<file path="config.mk">
export PLATFORM = sky130hd
export DESIGN_NAME = sram_arbiter
export DESIGN_NICKNAME = d
export VERILOG_FILES = /design/src/rtl/sram_arbiter_pkg.sv /design/src/rtl/sram_arbiter_wait_timer.sv /design/src/rtl/sram_arbiter.sv
export SDC_FILE = /design/constraint.sdc
export NUM_CORES = 1
export LEC_CHECK = 0
export BUFFER_PORTS_ARGS = -buffer_cell sky130_fd_sc_hd__buf_2
export CAP_MARGIN = 10
export CORE_UTILIZATION = 45
export DETAILED_ROUTE_END_ITERATION = 7
export GPL_ROUTABILITY_DRIVEN = 0
export GPL_TIMING_DRIVEN = 0
export MAX_ROUTING_LAYER = met4
export PLACE_DENSITY = 0.87
export SLEW_MARGIN = 20
export SYNTH_ARGS = -nofsm -noshare
export SYNTH_HDL_FRONTEND = slang
export SYNTH_SLANG_ARGS = --single-unit
</file>
<file path="constraint.sdc">
create_clock -name clk -period 5.1 [get_ports clk]
set_input_delay 1.02 -clock clk [delete_from_list [all_inputs] [get_ports clk]]
set_output_delay 1.02 -clock clk [all_outputs]
set_load 0.03 [all_outputs]
</file>
<file path="src/rtl/sram_arbiter_pkg.sv">
// sram_arbiter_pkg -- shared state encoding, port IDs and watchdog default. Rev 1.0
`default_nettype none

package sram_arbiter_pkg;

  typedef logic [1:0] state_t;

  localparam state_t ST_IDLE  = 2'd0;
  localparam state_t ST_GNT_D = 2'd1;
  localparam state_t ST_GNT_I = 2'd2;
  localparam state_t ST_RESP  = 2'd3;

  localparam logic PORT_D = 1'b0;
  localparam logic PORT_I = 1'b1;

  localparam int DEFAULT_TIMEOUT_CYCLES = 64;

endpackage

`default_nettype wire

</file>
<file path="src/rtl/sram_arbiter_wait_timer.sv">
// sram_wait_timer -- clearable saturating cycle counter, expires at TIMEOUT_CYCLES-1. Rev 1.0
`default_nettype none

module sram_wait_timer
  import sram_arbiter_pkg::*;
#(
  parameter int TIMEOUT_CYCLES = DEFAULT_TIMEOUT_CYCLES
) (
  input  logic clk,
  input  logic rst,
  input  logic clear_i,
  input  logic en_i,
  output logic expired_o
);

  localparam int CW = $clog2(TIMEOUT_CYCLES);
  localparam logic [CW-1:0] LAST = CW'(TIMEOUT_CYCLES - 1);

  logic [CW-1:0] count_q;
  logic [CW-1:0] count_d;

  always_comb begin
    count_d = count_q;
    if (clear_i) begin
      count_d = '0;
    end else if (en_i && (count_q != LAST)) begin
      count_d = count_q + CW'(1);
    end
  end

  always_ff @(posedge clk or posedge rst) begin
    if (rst) begin
      count_q <= '0;
    end else begin
      count_q <= count_d;
    end
  end

  assign expired_o = (count_q == LAST);

endmodule

`default_nettype wire

</file>
<file path="src/rtl/sram_arbiter.sv">
// sram_arbiter -- two-port round-robin front end for the shared SRAM controller. Rev 1.0
`default_nettype none

module sram_arbiter
  import sram_arbiter_pkg::*;
#(
  parameter int ADDR_W         = 32,
  parameter int DATA_W         = 32,
  parameter int LINE_W         = 64,
  parameter int TIMEOUT_CYCLES = DEFAULT_TIMEOUT_CYCLES
) (
  input  logic              clk,
  input  logic              rst,
  input  logic              d_r_en,
  input  logic              d_w_en,
  input  logic [ADDR_W-1:0] d_addr,
  input  logic [DATA_W-1:0] d_wdata,
  input  logic              i_r_en,
  input  logic [ADDR_W-1:0] i_addr,
  output logic              d_ack,
  output logic              i_ack,
  output logic [LINE_W-1:0] rdata,
  output logic              sram_r_en,
  output logic              sram_w_en,
  output logic [ADDR_W-1:0] sram_addr,
  output logic [DATA_W-1:0] sram_wdata,
  input  logic [LINE_W-1:0] sram_rdata,
  input  logic              sram_ready,
  output logic              busy,
  output logic              timeout_err
);

  state_t              state_q, state_d;
  logic                last_q, last_d;
  logic                port_q, port_d;
  logic                write_q, write_d;
  logic [ADDR_W-1:0]   addr_q, addr_d;
  logic [DATA_W-1:0]   wdata_q, wdata_d;
  logic [LINE_W-1:0]   rdata_q, rdata_d;
  logic                err_q, err_d;

  logic w_d_req;
  logic w_tie;
  logic w_grant_i;
  logic w_in_grant;
  logic w_expired;

  assign w_d_req    = d_r_en || d_w_en;
  assign w_tie      = w_d_req && i_r_en;
  assign w_grant_i  = w_tie ? (last_q == PORT_D) : i_r_en;
  assign w_in_grant = (state_q == ST_GNT_D) || (state_q == ST_GNT_I);

  sram_wait_timer #(
    .TIMEOUT_CYCLES(TIMEOUT_CYCLES)
  ) u_timer (
    .clk      (clk),
    .rst      (rst),
    .clear_i  (!w_in_grant),
    .en_i     (w_in_grant),
    .expired_o(w_expired)
  );

  always_comb begin
    state_d = state_q;
    last_d  = last_q;
    port_d  = port_q;
    write_d = write_q;
    addr_d  = addr_q;
    wdata_d = wdata_q;
    rdata_d = rdata_q;
    err_d   = err_q;
    case (state_q)
      ST_IDLE: begin
        if (w_d_req || i_r_en) begin
          port_d  = w_grant_i ? PORT_I : PORT_D;
          state_d = w_grant_i ? ST_GNT_I : ST_GNT_D;
          // A simultaneous read+write on the data port is a write.
          write_d = !w_grant_i && d_w_en;
          addr_d  = w_grant_i ? i_addr : d_addr;
          if (!w_grant_i) begin
            wdata_d = d_wdata;
          end
          if (w_tie) begin
            last_d = port_d;
          end
        end
      end
      ST_GNT_D, ST_GNT_I: begin
        if (sram_ready) begin
          rdata_d = sram_rdata;
          state_d = ST_RESP;
        end else if (w_expired) begin
          rdata_d = '0;
          err_d   = 1'b1;
          state_d = ST_RESP;
        end
      end
      ST_RESP: begin
        state_d = ST_IDLE;
      end
      default: begin
        state_d = ST_IDLE;
      end
    endcase
  end

  always_ff @(posedge clk or posedge rst) begin
    if (rst) begin
      state_q <= ST_IDLE;
      last_q  <= PORT_I;
      port_q  <= PORT_D;
      write_q <= 1'b0;
      addr_q  <= '0;
      wdata_q <= '0;
      rdata_q <= '0;
      err_q   <= 1'b0;
    end else begin
      state_q <= state_d;
      last_q  <= last_d;
      port_q  <= port_d;
      write_q <= write_d;
      addr_q  <= addr_d;
      wdata_q <= wdata_d;
      rdata_q <= rdata_d;
      err_q   <= err_d;
    end
  end

  assign sram_r_en   = w_in_grant && !write_q;
  assign sram_w_en   = w_in_grant && write_q;
  assign sram_addr   = addr_q;
  assign sram_wdata  = wdata_q;
  assign d_ack       = (state_q == ST_RESP) && (port_q == PORT_D);
  assign i_ack       = (state_q == ST_RESP) && (port_q == PORT_I);
  assign rdata       = rdata_q;
  assign busy        = (state_q != ST_IDLE);
  assign timeout_err = err_q;

endmodule

`default_nettype wire

</file>
### Yosys cells after proc, flatten, opt, wreduce, memory -nomap -nowiden

Index checks and enable logic that the tools add are counted.
Widths: inputs -> output; s select.

| cells by class | value |
|---|---|
| add/sub/neg operators | 1 |
| equal/unequal tests | 8 |
| multiplexer cells | 12 |
| bitwise gates (word level) | 4 |
| reductions and logical operators | 22 |

Operators by type and width:

| operator | number |
|---|---|
| $mux 64 | 2 |
| $mux 32 | 1 |
| $mux 6 | 2 |
| $reduce_and 3->1 | 3 |
| $mux 2 | 4 |
| $logic_and 1x1->1 | 7 |
| $add 6x1->6 const B | 1 |
| $eq 6x6->1 const B | 1 |
| $ne 6x6->1 const B | 1 |
| $pmux 2 s3 | 1 |
| $reduce_and 2->1 | 3 |
| $eq 2x2->1 const B | 2 |
| $ne 2x2->1 const B | 2 |
| $not 1->1 | 4 |
| $reduce_bool 2->1 | 2 |
| $logic_or 1x1->1 | 3 |
| $ne 3x2->1 const B | 1 |
| $eq 2x1->1 const B | 1 |
| $logic_not 1->1 | 2 |
| $logic_not 2->1 | 1 |
| $mux 1 | 2 |
| $reduce_or 2->1 | 1 |

| word-level totals | value |
|---|---|
| register bits | 140 |
| bits of input ports | 166 |
| output and inout bits | 134 |
| word-level logic and storage cells | 56 |

### Longest topological paths before layout

Gate-level depths: netlist of the first run.

| logic depth | value |
|---|---|
| depth after elaboration | 6 |
| gate-level depth with buffers | 8 |
| gate-level depth less buffers | 6 |

### Cells and area by module

A second synthesis of the first run with hierarchy kept.

| unflattened totals | value |
|---|---|
| cell total of the unflattened synthesis | 470 |
| area, all modules | 5987.0 µm² |

By module, submodules not included:

| module | times used | cells an instance | area each (µm²) | seq. area each (µm²) |
|---|---|---|---|---|
| sram_arbiter | 1 | 433 | 5631.7 | 3354.5 |
| sram_wait_timer | 1 | 37 | 355.3 | 150.1 |

### Least setup slack after synthesis of the first run

No wires, ideal clock.

| timing | value |
|---|---|
| kind | reg-to-output |
| start | reg state_q[0] |
| end | out sram_r_en |
| arrival time | 1.337 ns |
| data required time | 4.080 ns |
| path slack | 2.743 ns |
| cell stages (with the launch flop) | 6 |
| buffers on the path | 1 |
| path through | dfrtp_1 -> inv_1 -> ha_1 -> buf_2 -> inv_2 -> nor2_1 |

| between the ends | value |
|---|---|
| word-level cells in the longest chain between the ends | 3 |
| elaborated cells between the ends (all ways) | 4 |
| those cells by class | eq/ne (2); reduce/logical (2) |

RTL lines:

| what | RTL line | text |
|---|---|---|
| start: declaration | sram_arbiter.sv:33 | `state_t state_q, state_d;` |
| start signal: assignment | sram_arbiter.sv:118 | `state_q <= state_d;` |
| $eq 2x1->1 / $eq 2x2->1 (equally long branches) | sram_arbiter.sv:51 | `assign w_in_grant = (state_q == ST_GNT_D) \|\| (state_q == ST_GNT_I);` |
| $logic_or 1x1->1 (*) | sram_arbiter.sv:51 |  |
| $logic_and 1x1->1 (*) | sram_arbiter.sv:129 | `assign sram_r_en = w_in_grant && !write_q;` |
| end: declaration | sram_arbiter.sv:23 | `output logic sram_r_en,` |

Every way passes the cells marked *; elsewhere a longest branch is shown, timed or not.

### Worst setup path in the final report of the first run

Ends and elaborated chain as after synthesis.

==> metrics.txt, run 1 <==
# TYPE chip_impl_metric gauge
chip_impl_info{name="run_status",value="complete, no violations"} 1
chip_impl_metric{name="fin_crit",unit="ps"} 2790
chip_impl_metric{name="netlist-cell-type-count",unit=""} 36
chip_impl_info{name="setup.worst_path.start_class",value="flip-flop"} 1
chip_impl_metric{name="max_freq",unit="MHz"} 358
chip_impl_metric{name="static-leakage-power",unit="nW"} 4.39
chip_impl_info{name="setup.worst_path.end_class",value="primary output"} 1
chip_impl_info{name="worst_hold_path_type",value="flip-flop to flip-flop"} 1
chip_impl_metric{name="holdWs",unit="ps"} 478
chip_impl_metric{name="initial_utilization",unit="%"} 46.1
chip_impl_metric{name="floorplan.die_area",unit="mm²"} 0.0134
chip_impl_metric{name="max_slew_margin",unit="%"} 62.8
chip_impl_info{name="rr_startpoint",value="state_q[0]"} 1
chip_impl_info{name="origin_of_the_worst_setup_path",value="state_q[0]"} 1
chip_impl_metric{name="irDropWorstVdd",unit="mV"} 0.424
chip_impl_metric{name="worst-endpoint-arrival",unit="ps"} 1770
chip_impl_metric{name="max-cap-violations",unit=""} 0
chip_impl_metric{name="row_count",unit=""} 41
chip_impl_metric{name="cts_made_buffers",unit=""} 17
chip_impl_metric{name="buffer_ports.inserted",unit=""} 299
chip_impl_metric{name="die_height",unit="µm"} 116
chip_impl_metric{name="worstPathMaxFanout",unit=""} 9
chip_impl_metric{name="syn2layout_area_growth",unit="%"} 40.5
chip_impl_metric{name="dieWidth",unit="µm"} 116
chip_impl_metric{name="drtPass1Iterations",unit=""} 4
chip_impl_metric{name="clk_path_buf_depth",unit=""} 2
chip_impl_metric{name="report.final.slew_viol_count",unit=""} 0
chip_impl_metric{name="post_cts.repair.setup_buffers",unit=""} 0
chip_impl_metric{name="number_of_antenna_violations_at_the_first_check_in_global_routing",unit=""} 2
chip_impl_metric{name="grt_util_all_layers",unit="%"} 25.9
chip_impl_metric{name="clkTransAtPathRegs",unit="ps"} 60
chip_impl_metric{name="cts_repair_resize_count",unit=""} 0
chip_impl_metric{name="cp.required",unit="ps"} 4080
chip_impl_info{name="tritoncts",value="done"} 1
chip_impl_metric{name="post_cts_hold_buffer_count",unit=""} 0
chip_impl_metric{name="powerDensity",unit="mW/mm²"} 767
chip_impl_metric{name="grt_start_max_net_pins",unit=""} 84
chip_impl_metric{name="design.final.nets",unit=""} 1077
chip_impl_metric{name="max_slew.worst_pin.slew",unit="ps"} 557
chip_impl_metric{name="grt_first_pass_wirelength",unit="µm"} 25300
chip_impl_info{name="crit_type",value="flip-flop to primary output"} 1
chip_impl_info{name="hold_sp",value="sram_wdata[6]"} 1
chip_impl_metric{name="stdcell_count",unit=""} 1094
chip_impl_metric{name="dpl.cell_count",unit=""} 1060
chip_impl_metric{name="wl_per_cell",unit="µm"} 15.2
chip_impl_metric{name="syn_area",unit="mm²"} 0.00581
chip_impl_metric{name="synthesis.nets",unit=""} 758
chip_impl_metric{name="setup_violations",unit=""} 0
chip_impl_info{name="cts_root_buffer",value="sky130_fd_sc_hd__clkbuf_16"} 1
chip_impl_metric{name="vias_per_cell",unit=""} 4.98
chip_impl_metric{name="postRouteAntennaNets",unit=""} 0
chip_impl_metric{name="coreArea",unit="mm²"} 0.0126
chip_impl_metric{name="final-hold-violation-count",unit=""} 0
chip_impl_metric{name="io-pin-count",unit=""} 300
chip_impl_info{name="grt_setup_unrepaired",value="no"} 1
chip_impl_metric{name="routed-via-count",unit=""} 5450
chip_impl_metric{name="synth-edff-count",unit=""} 0
chip_impl_metric{name="synth_area_per_cell",unit="µm²"} 9.89
chip_impl_metric{name="gr-total-overflow",unit=""} 0
chip_impl_metric{name="first_global_vias",unit=""} 5171
chip_impl_metric{name="dp_hpwl",unit="µm"} 12600
chip_impl_metric{name="final_layout_size_suffix_gt1_share",unit="%"} 41.5
chip_impl_metric{name="cts.sinks",unit=""} 140
chip_impl_metric{name="period_share",unit="%"} 54.8
chip_impl_metric{name="synth-seq-area-share",unit="%"} 60.3
chip_impl_metric{name="power.total",unit="mW"} 6.27
chip_impl_metric{name="finalWirelength",unit="µm"} 16600
chip_impl_info{name="synth-main-ff-cell",value="sky130_fd_sc_hd__dfrtp_1"} 1
chip_impl_metric{name="async_reset_ff_share",unit="%"} 100
chip_impl_metric{name="route.detailed.drc",unit=""} 0
chip_impl_metric{name="first_iter_violations",unit=""} 323
chip_impl_metric{name="post_syn_instances",unit=""} 588
chip_impl_metric{name="synth.ff_latch_count",unit=""} 140
chip_impl_metric{name="clock_skew",unit="ps"} 7.51
chip_impl_metric{name="h-tree-depth",unit=""} 4
chip_impl_metric{name="clock_insertion_delay_worst_skew",unit="ps"} 410
chip_impl_metric{name="ys.warnings.count",unit=""} 0
[layout make-up]
| class | count | area [µm²] |
|---|---|---|
| diodes | 2 | 5.00 |
| plain buffers | 37 | 203 |
| clock buffers | 23 | 468 |
| clock inverters | 9 | 136 |
| fillers | 1032 | 4450 |
| inverters | 10 | 45.0 |
| multi-input cells | 401 | 2070 |
| flip-flops and latches | 140 | 3500 |
| well taps | 172 | 215 |
| repair buffers | 300 | 1520 |
[power breakdown]
part | internal [mW] | total, mW | switching, mW
logic | 0.948 | 3.07 | 2.12
clock network | 0.798 | 1.25 | 0.456
registers | 1.66 | 1.95 | 0.286
[state kept, by name, summed over array words and instances (netlist names)]
| signal | flops |
|---|---|
| last_q | 1 |
| port_q | 1 |
| rdata | 64 |
| sram_addr | 32 |
| sram_wdata | 32 |
| state_q | 2 |
| timeout_err | 1 |
| u_timer.count_q | 6 |
| write_q | 1 |
[metal layers]
metal,track usage [%],wire (µm)
met5,-,0
met3,6.80,1260
met2,44.7,8340
met1,27.3,6380
met4,13.2,603
[worst paths after layout]
check                           endpoint  slack, ps  cells after the start
min                        sram_wdata[6]        480                      1
min reg2reg                sram_wdata[6]        480                      1
max in group asynchronous  sram_addr[28]       3710                      3
max                            sram_r_en       2310                      6
max reg2reg                    rdata[61]       3030                      8
min in group asynchronous       rdata[5]        640                      2
[stage by stage]
stage | setup slack (ps) | instance area [µm²] | utilization (%) | TNS (ps)
floorplan | 329 | 5810 | - | 0
global route | 2150 | 8170 | 64.7 | 0
CTS | 2280 | 8160 | 64.7 | 0
detailed placement | 2740 | 7560 | 59.9 | 0
global placement | -1150 | 7520 | 59.6 | -158900
finish | 2310 | 8170 | 64.7 | 0
[critical path, stage by stage, from the launching register on]
cell,delay [ps]
sky130_fd_sc_hd__dfrtp_1,390
sky130_fd_sc_hd__inv_1,80
sky130_fd_sc_hd__ha_1,280
sky130_fd_sc_hd__buf_2,200
sky130_fd_sc_hd__inv_2,110
sky130_fd_sc_hd__nor2_1,110
sky130_fd_sc_hd__buf_2,210
[synthesized netlist by cell type (2+ instances only)]
cell	instances	area share, %
sky130_fd_sc_hd__dfrtp_1	139	60
sky130_fd_sc_hd__o21ai_0	4	0.34
sky130_fd_sc_hd__ha_1	4	0.86
sky130_fd_sc_hd__a22o_1	2	0.30
sky130_fd_sc_hd__inv_2	2	0.13
sky130_fd_sc_hd__nor3_1	4	0.34
sky130_fd_sc_hd__buf_2	18	1.5
sky130_fd_sc_hd__mux2_1	13	2.5
sky130_fd_sc_hd__nand3_1	63	5.4
sky130_fd_sc_hd__nor2_1	40	2.6
sky130_fd_sc_hd__buf_6	3	0.58
sky130_fd_sc_hd__nand2_1	193	12
sky130_fd_sc_hd__o21ai_1	2	0.17
sky130_fd_sc_hd__buf_1	3	0.19
sky130_fd_sc_hd__a31oi_1	36	3.9
sky130_fd_sc_hd__clkbuf_1	8	0.52
sky130_fd_sc_hd__and2_1	2	0.22
sky130_fd_sc_hd__mux2_2	19	3.7
sky130_fd_sc_hd__buf_4	5	0.65
sky130_fd_sc_hd__inv_1	8	0.52
sky130_fd_sc_hd__mux2i_1	3	0.52
sky130_fd_sc_hd__and3_1	3	0.32
[cells by family after synthesis]
kind of cell	after synthesis	share of synthesized area (%)
simple gates	309	21.9
buf+inv	47	4.13
xor+xnor	2	0.301
fa+ha+maj	4	0.861
mux	36	6.97
compound gates	50	5.55
flops	140	60.3
[cells in the final DEF, fill, tap and decap left out, types with 2 or more instances in the layout]
cell	netlist	routed
sky130_fd_sc_hd__nand3_1	63	63
sky130_fd_sc_hd__nor3_1	4	4
sky130_fd_sc_hd__dfrtp_1	139	139
sky130_fd_sc_hd__mux2i_1	3	3
sky130_fd_sc_hd__nand2_1	193	193
sky130_fd_sc_hd__a22o_1	2	2
sky130_fd_sc_hd__buf_6	3	3
sky130_fd_sc_hd__o21ai_0	4	4
sky130_fd_sc_hd__and2_1	2	2
sky130_fd_sc_hd__mux2_1	13	13
sky130_fd_sc_hd__a31oi_1	36	36
sky130_fd_sc_hd__clkinv_4	0	2
sky130_fd_sc_hd__clkbuf_16	0	17
sky130_fd_sc_hd__inv_1	8	7
sky130_fd_sc_hd__nor2_1	40	40
sky130_fd_sc_hd__buf_4	5	5
sky130_fd_sc_hd__buf_2	18	317
sky130_fd_sc_hd__inv_2	2	2
sky130_fd_sc_hd__and3_1	3	3
sky130_fd_sc_hd__bufinv_16	0	3
sky130_fd_sc_hd__ha_1	4	4
sky130_fd_sc_hd__mux2_2	19	19
sky130_fd_sc_hd__clkbuf_1	8	12
sky130_fd_sc_hd__clkinvlp_4	0	2
sky130_fd_sc_hd__diode_2	0	2
sky130_fd_sc_hd__clkbuf_8	0	2
sky130_fd_sc_hd__o21ai_1	2	2
sky130_fd_sc_hd__buf_1	3	3
Note: power is estimated with default switching activity, not from simulation.
==> run 2: changes to the inputs <==
--- a/config.mk
+++ b/config.mk
@@ -5,9 +5,10 @@
 export SDC_FILE = /design/constraint.sdc
 export NUM_CORES = 1
 export LEC_CHECK = 0
+export ABC_AREA = 1
 export BUFFER_PORTS_ARGS = -buffer_cell sky130_fd_sc_hd__buf_2
 export CAP_MARGIN = 10
-export CORE_UTILIZATION = 45
+export CORE_UTILIZATION = 46
 export DETAILED_ROUTE_END_ITERATION = 7
 export GPL_ROUTABILITY_DRIVEN = 0
 export GPL_TIMING_DRIVEN = 0
==> constraint.sdc (replaced) <==
create_clock -name clk -period 2.6 [get_ports clk]
set_input_delay 0.52 -clock clk [delete_from_list [all_inputs] [get_ports clk]]
set_output_delay 0.52 -clock clk [all_outputs]
set_load 0.03 [all_outputs]
==> run 2 against run 1 <==
Largest power group unchanged. Hold slack worse by 400 ps. Count of clock-buffer cells in the layout decreased by 3. Sequential power grew 93%. Critical path type unchanged. Sequential cell count unchanged. Global-route usage increased by 1.3 points. Combinational power is 93% higher. Worst setup slack got worse by 2000 ps.
==> metrics.txt, run 2 <==
# TYPE chip_impl_metric gauge
chip_impl_metric{name="clk_path_buf_depth",unit=""} 2
chip_impl_metric{name="cpPeakStageDelay",unit="ps"} 370
chip_impl_info{name="layout_commonest_cell",value="sky130_fd_sc_hd__nand2_1"} 1
chip_impl_info{name="crit_top_cell",value="sky130_fd_sc_hd__inv_1"} 1
chip_impl_info{name="tritoncts",value="done"} 1
chip_impl_info{name="layout.cells.most_common_list",value="sky130_fd_sc_hd__nand2_1 (404), sky130_fd_sc_hd__buf_2 (322), sky130_fd_sc_hd__dfrtp_1 (139), sky130_fd_sc_hd__nand3_1 (102), sky130_fd_sc_hd__clkbuf_16 (17)"} 1
chip_impl_metric{name="post_cts.repair.setup_buffers",unit=""} 0
chip_impl_metric{name="synth.ff_latch_count",unit=""} 140
chip_impl_metric{name="r2r_cells",unit=""} 8
chip_impl_metric{name="synth-seq-area-share",unit="%"} 57.5
chip_impl_metric{name="cts.sinks",unit=""} 140
chip_impl_metric{name="cp.buffers_inverters",unit=""} 4
chip_impl_metric{name="global_route_met3_utilization",unit="%"} 6.85
chip_impl_metric{name="grt_start_max_net_pins",unit=""} 36
chip_impl_metric{name="syn_area",unit="mm²"} 0.00609
chip_impl_metric{name="dieWidth",unit="µm"} 117
chip_impl_metric{name="ys.warnings.count",unit=""} 0
chip_impl_metric{name="report.final.slew_viol_count",unit=""} 0
chip_impl_metric{name="synth-edff-count",unit=""} 0
chip_impl_metric{name="post_dp_cell_area",unit="mm²"} 0.00789
chip_impl_metric{name="cts_made_buffers",unit=""} 17
chip_impl_info{name="critPathTopFamily",value="buffers and inverters"} 1
chip_impl_metric{name="synth-compound-area-share",unit="%"} 1.46
chip_impl_metric{name="netlist-cell-type-count",unit=""} 25
chip_impl_metric{name="max_slew.worst_pin.slew",unit="ps"} 503
chip_impl_info{name="setup.worst_path.start_class",value="flip-flop"} 1
chip_impl_info{name="main_combinational_cell_family_by_area_after_synthesis",value="simple AND/OR/NAND/NOR gates"} 1
chip_impl_metric{name="grt_util_all_layers",unit="%"} 27.2
chip_impl_metric{name="buffer_ports.inserted",unit=""} 299
chip_impl_metric{name="coreArea",unit="mm²"} 0.0128
chip_impl_metric{name="row_count",unit=""} 41
chip_impl_metric{name="post-route-util",unit="%"} 66.7
chip_impl_metric{name="max_freq",unit="MHz"} 437
chip_impl_metric{name="setup.reg_to_reg.worst_slack",unit="ps"} 740
chip_impl_metric{name="floorplan.die_area",unit="mm²"} 0.0137
chip_impl_metric{name="synth-xor-area-share",unit="%"} 0.431
chip_impl_info{name="run_status",value="complete, no violations"} 1
chip_impl_metric{name="finalInstanceArea",unit="mm²"} 0.00851
chip_impl_metric{name="first_global_vias",unit=""} 5583
chip_impl_metric{name="final-hold-violation-count",unit=""} 0
chip_impl_metric{name="setup_violations",unit=""} 0
chip_impl_metric{name="max-cap-violations",unit=""} 0
chip_impl_info{name="setup.worst_path.end_class",value="primary output"} 1
chip_impl_metric{name="cp.required",unit="ps"} 2080
chip_impl_metric{name="synth_mux_area_share",unit="%"} 0
chip_impl_info{name="rr_startpoint",value="state_q[0]"} 1
chip_impl_metric{name="route.detailed.drc",unit=""} 0
chip_impl_metric{name="static-leakage-power",unit="nW"} 5.06
chip_impl_metric{name="synth_simple_gate_area_share",unit="%"} 35.1
chip_impl_metric{name="syn2layout_area_growth",unit="%"} 39.7
chip_impl_metric{name="vias_per_cell",unit=""} 4.83
chip_impl_metric{name="synth_top_area_share",unit="%"} 57.1
chip_impl_info{name="synth_top_cells_by_area",value="sky130_fd_sc_hd__dfrtp_1 (57%), sky130_fd_sc_hd__nand2_1 (25%), sky130_fd_sc_hd__nand3_1 (8.4%)"} 1
chip_impl_metric{name="period_share",unit="%"} 88.0
chip_impl_info{name="worst_hold_path_type",value="input port to async pin"} 1
chip_impl_info{name="critical_path.reg2reg.endpoint",value="rdata[25]"} 1
chip_impl_metric{name="io-pin-count",unit=""} 300
chip_impl_metric{name="clock_insertion_delay_worst_skew",unit="ps"} 410
chip_impl_metric{name="dp_hpwl",unit="µm"} 13500
chip_impl_metric{name="timing.final.ws_setup",unit="ps"} 311
chip_impl_metric{name="post_syn_instances",unit=""} 743
chip_impl_info{name="crit_type",value="flip-flop to primary output"} 1
chip_impl_info{name="grt_most_used_layer",value="met2"} 1
chip_impl_metric{name="worst-endpoint-arrival",unit="ps"} 1770
chip_impl_metric{name="finalWirelength",unit="µm"} 17800
chip_impl_metric{name="largest_reg_flops",unit=""} 64
chip_impl_metric{name="initial_utilization",unit="%"} 47.7
chip_impl_metric{name="post_synth_fa_ha_maj_area_fraction",unit="%"} 0.821
chip_impl_metric{name="irDropWorstVdd",unit="mV"} 0.970
chip_impl_metric{name="postRouteAntennaNets",unit=""} 0
chip_impl_info{name="yosys.area.top_type",value="sky130_fd_sc_hd__dfrtp_1"} 1
chip_impl_info{name="critical_path_cell_by_cell",value="inv_1, ha_1, buf_4, inv_1, nor2_1, buf_2"} 1
chip_impl_metric{name="h-tree-depth",unit=""} 4
chip_impl_info{name="grt_setup_unrepaired",value="no"} 1
chip_impl_metric{name="worstPathMaxFanout",unit=""} 10
chip_impl_metric{name="post_cts_hold_buffer_count",unit=""} 0
chip_impl_info{name="synthMostInstantiatedCell",value="sky130_fd_sc_hd__nand2_1"} 1
chip_impl_metric{name="die_height",unit="µm"} 117
chip_impl_metric{name="max_slew_margin",unit="%"} 66.5
chip_impl_metric{name="nFillCells",unit=""} 1040
chip_impl_metric{name="final_layout_size_suffix_gt1_share",unit="%"} 35.1
chip_impl_metric{name="fin_crit",unit="ps"} 2290
chip_impl_metric{name="clkTransAtPathRegs",unit="ps"} 60
chip_impl_metric{name="regArea",unit="mm²"} 0.00350
chip_impl_metric{name="async_reset_ff_share",unit="%"} 100
chip_impl_metric{name="n_antenna_cell",unit=""} 0
chip_impl_metric{name="number_of_antenna_violations_at_the_first_check_in_global_routing",unit=""} 0
chip_impl_metric{name="cts_repair_resize_count",unit=""} 0
chip_impl_metric{name="powerDensity",unit="mW/mm²"} 1440
chip_impl_metric{name="clock_skew",unit="ps"} 10.1
chip_impl_metric{name="first_iter_violations",unit=""} 245
chip_impl_metric{name="routed-via-count",unit=""} 6038
chip_impl_metric{name="synthesis.nets",unit=""} 913
chip_impl_metric{name="drtPass1Iterations",unit=""} 5
chip_impl_metric{name="fin_setup_tns",unit="ps"} 0
chip_impl_metric{name="wl_per_cell",unit="µm"} 14.2
chip_impl_metric{name="design.final.nets",unit=""} 1235
chip_impl_metric{name="synth_area_per_cell",unit="µm²"} 8.20
chip_impl_metric{name="detailedPlace.worstSlack",unit="ps"} 751
chip_impl_metric{name="grt_use_met2",unit="%"} 48.4
chip_impl_metric{name="area_used_by_multi_input_combinational_logic",unit="mm²"} 0.00231
chip_impl_info{name="synthTopCellsByCount",value="sky130_fd_sc_hd__nand2_1 (404), sky130_fd_sc_hd__dfrtp_1 (139), sky130_fd_sc_hd__nand3_1 (102)"} 1
chip_impl_metric{name="grt_util_met1",unit="%"} 28.9
chip_impl_metric{name="grt_first_pass_wirelength",unit="µm"} 26800
chip_impl_info{name="synth-main-ff-cell",value="sky130_fd_sc_hd__dfrtp_1"} 1
chip_impl_info{name="worst_path_max_delay_cell",value="sky130_fd_sc_hd__dfrtp_1"} 1
chip_impl_info{name="cts_root_buffer",value="sky130_fd_sc_hd__clkbuf_16"} 1
chip_impl_metric{name="gr-total-overflow",unit=""} 0
-- run 2: layout make-up --
class	instances	area share (%)
buffer	43	2.67
timing repair buffer	303	18.5
sequential	140	41.2
clock inverter	11	1.97
tap	172	2.53
clock buffer	20	5.36
multi-input combinational	545	27.1
inverter	15	0.705
-- run 2: how the worst max path moves through the flow --
stage | startpoint | endpoint | slack [ps] | cells after the start
global route | state_q[0] | sram_r_en | 170 | 6
global placement | rst | sram_addr[11] | -520 | 2
detailed placement | state_q[0] | sram_r_en | 750 | 6
finish | state_q[0] | sram_r_en | 310 | 6
CTS | state_q[0] | sram_r_en | 290 | 6
floorplan | rst | port_q | 330 | 1
-- run 2: worst register-to-register path: cells and delay by family (launching register included) --
| kind | cells | cell delay, ps |
|---|---|---|
| buffers and inverters | 4 | 790 |
| flip-flops | 1 | 370 |
| adder cells (fa/ha/maj) | 1 | 320 |
| AND/OR/NAND/NOR | 3 | 310 |
-- run 2: cell families after synthesis --
kind of cell / Yosys count
buffers and inverters: 58
and+or+nand+nor: 527
AOI/OAI and AO/OA: 11
xor gates and xnor gates: 3
DFF: 140
adders and majority gates: 4
-- run 2: layer usage --
metal  vias up  wire (µm)
li1       2971          -
met1      2791       6840
met2       248       9270
met3        28       1320
met4         0        363
met5         -          0
-- run 2: stage by stage --
stage / hold slack, ps / std cells / power [mW]
floorplan: 474 / 743 / 7.81
global placement: 452 / 1214 / 9.51
global route: 77.8 / 1249 / 13.1
finish: 73.8 / 1249 / 12.2
detailed placement: 456 / 1218 / 9.71
CTS: 69.3 / 1249 / 12.3
-- run 2: power by group --
| group | leakage [nW] | internal (mW) | switching [mW] |
|---|---|---|---|
| Sequential | 1.74 | 3.21 | 0.561 |
| Combinational | 3.01 | 1.69 | 4.23 |
| Clock | 0.302 | 1.65 | 0.896 |
